--- src/rtl/key_bank.sv ---
// key_bank: synchronises and debounces N_KEYS raw key pins and turns each debounced key
// into level, press, release, long-press and auto-repeat events, all registered.
module key_bank #(
  parameter int N_KEYS       = 4,
  parameter int FILTER_LEN   = 4,
  parameter int ACTIVE_LOW   = 1,
  parameter int LONG_TICKS   = 100,
  parameter int REPEAT_TICKS = 20,
  parameter int CNT_W        = 8
) (
  input  logic              clock,
  input  logic              reset,
  input  logic              time_flag,
  input  logic [N_KEYS-1:0] key_in,
  output logic [N_KEYS-1:0] key_level,
  output logic [N_KEYS-1:0] key_press,
  output logic [N_KEYS-1:0] key_release,
  output logic [N_KEYS-1:0] key_long,
  output logic [N_KEYS-1:0] key_repeat,
  output logic              key_any
);

  typedef enum logic [1:0] {
    ST_REL  = 2'd0,
    ST_HELD = 2'd1,
    ST_LONG = 2'd2
  } state_t;

  // The filter keeps raw pin polarity, so "pressed" is a raw low for active-low keys.
  localparam logic                  PRESS_RAW  = (ACTIVE_LOW != 0) ? 1'b0 : 1'b1;
  localparam logic                  IDLE_RAW   = ~PRESS_RAW;
  localparam logic [N_KEYS-1:0]     SYNC_IDLE  = {N_KEYS{IDLE_RAW}};
  localparam logic [FILTER_LEN-1:0] WIN_PRESS  = {FILTER_LEN{PRESS_RAW}};
  localparam logic [FILTER_LEN-1:0] WIN_IDLE   = {FILTER_LEN{IDLE_RAW}};
  localparam logic [FILTER_LEN-2:0] HIST_IDLE  = {(FILTER_LEN-1){IDLE_RAW}};
  localparam logic [CNT_W-1:0]      LONG_CNT   = CNT_W'(LONG_TICKS);
  localparam logic [CNT_W-1:0]      REPEAT_CNT = CNT_W'(REPEAT_TICKS);

  logic [N_KEYS-1:0] r_sync1;
  logic [N_KEYS-1:0] r_sync2;
  logic [N_KEYS-1:0] w_levelNext;
  logic [N_KEYS-1:0] w_pressNext;
  logic [N_KEYS-1:0] w_releaseNext;
  logic [N_KEYS-1:0] w_longNext;
  logic [N_KEYS-1:0] w_repeatNext;

  always_ff @(posedge clock or negedge reset) begin
    if (!reset) begin
      r_sync1     <= SYNC_IDLE;
      r_sync2     <= SYNC_IDLE;
      key_level   <= '0;
      key_press   <= '0;
      key_release <= '0;
      key_long    <= '0;
      key_repeat  <= '0;
      key_any     <= 1'b0;
    end else begin
      r_sync1     <= key_in;
      r_sync2     <= r_sync1;
      key_level   <= w_levelNext;
      key_press   <= w_pressNext;
      key_release <= w_releaseNext;
      key_long    <= w_longNext;
      key_repeat  <= w_repeatNext;
      key_any     <= |w_levelNext;
    end
  end

  for (genvar g = 0; g < N_KEYS; g++) begin : g_chan
    logic [FILTER_LEN-2:0] r_hist;
    logic [FILTER_LEN-1:0] w_window;
    state_t                r_state;
    state_t                w_stateNext;
    logic [CNT_W-1:0]      r_cnt;
    logic [CNT_W-1:0]      w_cntNext;
    logic [CNT_W-1:0]      w_cntInc;
    logic                  w_level;
    logic                  w_press;
    logic                  w_release;
    logic                  w_long;
    logic                  w_repeat;

    // The oldest sample falls out on every shift, so only FILTER_LEN-1 history bits are stored.
    assign w_window = {r_hist, r_sync2[g]};
    assign w_cntInc = r_cnt + CNT_W'(1);

    always_ff @(posedge clock or negedge reset) begin
      if (!reset) begin
        r_hist  <= HIST_IDLE;
        r_state <= ST_REL;
        r_cnt   <= '0;
      end else if (time_flag) begin
        r_hist  <= w_window[FILTER_LEN-2:0];
        r_state <= w_stateNext;
        r_cnt   <= w_cntNext;
      end
    end

    always_comb begin
      w_stateNext = r_state;
      w_cntNext   = r_cnt;
      w_level     = key_level[g];
      w_press     = 1'b0;
      w_release   = 1'b0;
      w_long      = 1'b0;
      w_repeat    = 1'b0;
      if (time_flag) begin
        unique case (r_state)
          ST_REL: begin
            if (w_window == WIN_PRESS) begin
              w_stateNext = ST_HELD;
              w_level     = 1'b1;
              w_press     = 1'b1;
              w_cntNext   = '0;
            end
          end
          ST_HELD: begin
            if (w_window == WIN_IDLE) begin
              w_stateNext = ST_REL;
              w_level     = 1'b0;
              w_release   = 1'b1;
            end else if (w_cntInc == LONG_CNT) begin
              w_stateNext = ST_LONG;
              w_long      = 1'b1;
              w_cntNext   = '0;
            end else begin
              w_cntNext = w_cntInc;
            end
          end
          ST_LONG: begin
            // Release is tested first so it wins over a repeat landing on the same tick.
            if (w_window == WIN_IDLE) begin
              w_stateNext = ST_REL;
              w_level     = 1'b0;
              w_release   = 1'b1;
            end else if (REPEAT_TICKS != 0) begin
              if (w_cntInc == REPEAT_CNT) begin
                w_repeat  = 1'b1;
                w_cntNext = '0;
              end else begin
                w_cntNext = w_cntInc;
              end
            end
          end
          default: begin
            w_stateNext = ST_REL;
            w_cntNext   = '0;
          end
        endcase
      end
    end

    assign w_levelNext[g]   = w_level;
    assign w_pressNext[g]   = w_press;
    assign w_releaseNext[g] = w_release;
    assign w_longNext[g]    = w_long;
    assign w_repeatNext[g]  = w_repeat;
  end

endmodule

--- config.mk ---
export PLATFORM = sky130hd
export DESIGN_NAME = key_bank
export DESIGN_NICKNAME = d
export VERILOG_FILES = /design/src/rtl/key_bank.sv
export SDC_FILE = /design/constraint.sdc
export NUM_CORES = 1
export LEC_CHECK = 0
export ABC_AREA = 1
export CAP_MARGIN = 20
export CORE_ASPECT_RATIO = 1.75
export CORE_UTILIZATION = 64
export DETAILED_ROUTE_END_ITERATION = 10
export HOLD_SLACK_MARGIN = 0.1
export PLACE_DENSITY = 0.86
export SLEW_MARGIN = 20
export SYNTH_ARGS = -nofsm -noshare
export SYNTH_HDL_FRONTEND = slang
export SYNTH_SLANG_ARGS = --single-unit
--- constraint.sdc ---
create_clock -name clock -period 3.1 [get_ports clock]
set_input_delay 0.775 -clock clock [delete_from_list [all_inputs] [get_ports clock]]
set_output_delay 0.775 -clock clock [all_outputs]
set_load 0.01 [all_outputs]
==> impl_metrics.py <==
metrics = {
    "outcome": {
        "status": "finished clean",
    },
    "critical_path": {
        "r2r_cells": 7,
        "worstSetupEndpoint": "g_chan[3].r_cnt[6]$_DFFE_PN0P_",
        "critPathBufInv": 2,
        "worst_path_most_repeated_cell": "nand2_1",
        "cp_max_fo": 26,
        "r2r_slack_ns": 1.25,
        "cp.depth": 8,
        "end_kind": "flop",
        "worst_ep_required_time_ns": 3.38,
        "cp_top_family": "buffers and inverters",
        "cpPeakStageDelay_ns": 0.49,
        "crit_slowest_cell": "clkdlybuf4s50_1",
        "cp-start-kind": "input port",
        "worstReg2RegEnd": "g_chan[3].r_cnt[7]$_DFFE_PN0P_",
        "crit_type": "input port to flop",
        "cp-startpoint": "time_flag",
        "cp.arrival_ns": 2.43,
        "worstPathCellList": "clkdlybuf4s50_1, buf_4, nand2_1, a21oi_1, nand2_1, a21oi_1, nand2_1, nand2_1",
        "reg2reg_from": "g_chan[3].r_state[0]$_DFFE_PN0P_",
    },
    "global_route": {
        "overflow": 0,
        "grt_pass1_wl_um": 15800,
        "grt.total_usage_pct": 28.1,
        "grt_max_degree": 82,
        "use_met2_pct": 50.1,
        "grt_pass1_vias": 3856,
        "met1_usage_pct": 28.6,
        "antenna_found_initial": 0,
        "grt.met3_usage_pct": 5.95,
        "grt_busiest_layer": "met2",
    },
    "floorplanning": {
        "dieArea_mm2": 0.00738,
        "die_h_um": 113,
        "num_rows": 40,
        "ios": 28,
        "core_region_area_mm2": 0.00681,
        "die_w_um": 65.4,
        "initial_core_util_pct": 66.1,
    },
    "finish": {
        "finalInstanceArea_mm2": 0.00515,
        "drive_gt1_share_pct": 11.0,
        "nNetsFinal": 658,
        "fin_cells": 719,
        "diodes": 0,
        "syn2layout_area_growth_pct": 14.5,
    },
    "synth": {
        "yosys_register_bits": 81,
        "ys_seq_area_share_pct": 45.6,
        "synth-main-ff-cell": "dfrtp_1",
        "synth_fp_nets": 624,
        "synth_warnings": 0,
        "syn_area_per_cell_um2": 7.55,
        "synth_cell_types": 33,
        "netlist_area_mm2": 0.00450,
        "async_reset_ff_share_pct": 100,
        "synth_edf_count": 0,
        "synthCells": 596,
    },
    "detailed_routing": {
        "antenna_left": 0,
        "drt-pass1-iter-count": 4,
        "viasPerCell": 5.39,
        "wl_per_cell_um": 13.0,
        "drcViolationCount": 0,
        "num_vias": 3874,
        "drt_iter0_markers": 233,
        "finalWirelength_um": 9360,
    },
    "place": {
        "io_buffer_count": 27,
        "gp_congestion": 0.845,
        "numPlacedInstances": 703,
        "place_area_mm2": 0.00486,
        "place_hpwl_um": 6710,
    },
    "sta": {
        "period_needed_ns": 2.14,
        "relSlewSlack_pct": 34.3,
        "setup_tns_ns": 0,
        "hold_violations": 0,
        "fin_skew_ns": 0.00412,
        "finalCritPeriodShare_pct": 69.2,
        "slew_violations": 0,
        "rsz0062_at_grt": "false",
        "max_freq_mhz": 466,
        "setup_viol": 0,
        "tightest_slew_ns": 0.985,
    },
    "clock_tree": {
        "path_clk_slew_ns": 0.06,
        "cts_max_level": 3,
        "clockBufferDepth": 2,
        "cts_setup_buffers": 0,
        "post_cts_resized": 0,
        "cts_root_buf": "clkbuf_16",
        "clkLatencyLatePin_ns": 0.34,
        "cts_tree": "yes",
        "cts_sinks": 81,
        "numCtsBuffers": 9,
        "hold_buffers": 0,
    },
    "hold_path": {
        "holdCritPathClass": "flop to flop",
        "holdPathStages": 0,
    },
    "job": {
        "drv_cap": 0,
    },
    "power_and_ir_drop": {
        "p_per_area_mw_per_mm2": 673,
        "total_leakage_power_nw": 2.51,
        "peakVddDrop_uv": 476,
    },
}
==> flip-flops by register name (all words and copies together) (netlist names) <==
name,count
key_any,1
key_long,4
g_chan.r_state,8
g_chan.r_cnt,32
key_repeat,4
r_sync2,4
key_release,4
key_level,4
r_sync1,4
key_press,4
g_chan.r_hist,12
==> layout by cell type, fill, tap and decap left out, types with 13 or more instances in the layout <==
cell	netlist	final
dfstp_2	20	20
o21ai_0	19	19
nand4_1	13	13
dfrtp_1	61	61
nand2_2	15	15
nor2_1	64	64
clkdlybuf4s50_1	0	26
ha_1	21	21
nand2_1	202	202
inv_1	78	78
nand3_1	29	29
==> cell families after synthesis <==
| kind of cell | share of synthesized area [%] |
|---|---|
| DFF | 45.6 |
| adders and majority gates | 5.84 |
| xor gates and xnor gates | 0.973 |
| AOI/OAI and AO/OA | 5.31 |
| and+or+nand+nor | 35.0 |
| buffers and inverters | 7.23 |
==> stage by stage <==
stage	hold WS (ns)	power (mW)	setup WS [ns]	util [%]
6_report	0.357	3.47	0.955	75.7
5_1_grt	0.360	3.68	0.792	75.7
4_1_cts	0.358	3.47	1.01	75.7
3_5_place_dp	0.349	2.41	0.699	71.4
3_3_place_gp	0.346	2.37	0.721	71.4
2_1_floorplan	0.345	2.09	1.38	-
==> worst min-delay path by stage <==
stage,start,to,slack (ns)
after floorplan,r_sync1[0]$_DFF_PN1_,r_sync2[0]$_DFF_PN1_,0.35
after global placement,r_sync1[2]$_DFF_PN1_,r_sync2[2]$_DFF_PN1_,0.35
after detailed placement,r_sync1[1]$_DFF_PN1_,r_sync2[1]$_DFF_PN1_,0.35
after CTS,r_sync1[0]$_DFF_PN1_,r_sync2[0]$_DFF_PN1_,0.36
after global routing,r_sync1[1]$_DFF_PN1_,r_sync2[1]$_DFF_PN1_,0.36
final,r_sync1[2]$_DFF_PN1_,r_sync2[2]$_DFF_PN1_,0.36
==> metal layers <==
layer	routed length [µm]	vias up
met5	0	-
met4	365	0
met3	220	33
met2	5140	66
met1	3640	1836
li1	-	1939
==> cell usage after synthesis (4+ instances only) <==
master	number	share of area, %
nand4_1	13	1.8
nand3_1	29	3.2
nand3_2	4	0.89
dfstp_2	20	12
dfrtp_1	61	34
nand2_2	15	2.1
inv_1	78	6.5
nor4_1	8	1.1
nor3_1	7	0.78
nor2_2	8	1.1
o21ai_0	19	2.1
nor2_1	64	5.3
ha_1	21	5.8
a21oi_1	10	1.1
or2_2	4	0.56
o21bai_1	4	0.67
nand2_1	202	17
==> cell type report <==
| type | count | area, µm² |
|---|---|---|
| multi-input cells | 430 | 2120 |
| flip-flops and latches | 81 | 2050 |
| fillers | 502 | 1650 |
| inverters | 78 | 293 |
| repair buffers | 30 | 290 |
| clock buffers | 13 | 250 |
| well taps | 84 | 105 |
| clock inverters | 3 | 40.0 |
==> power by group <==
part,internal (mW),switching [mW]
clock network,0.644,0.407
registers,1.20,0.122
logic,0.372,0.717
total,2.22,1.25
==> worst reg2reg max path, stage by stage, from the launching register on <==
cell,delay (ns)
dfrtp_1,0.41
inv_1,0.09
ha_1,0.22
nor2_1,0.09
o211ai_1,0.56
nor2_1,0.16
nand3_1,0.12
o21ai_0,0.08
Power figures use the tool's default switching activity.
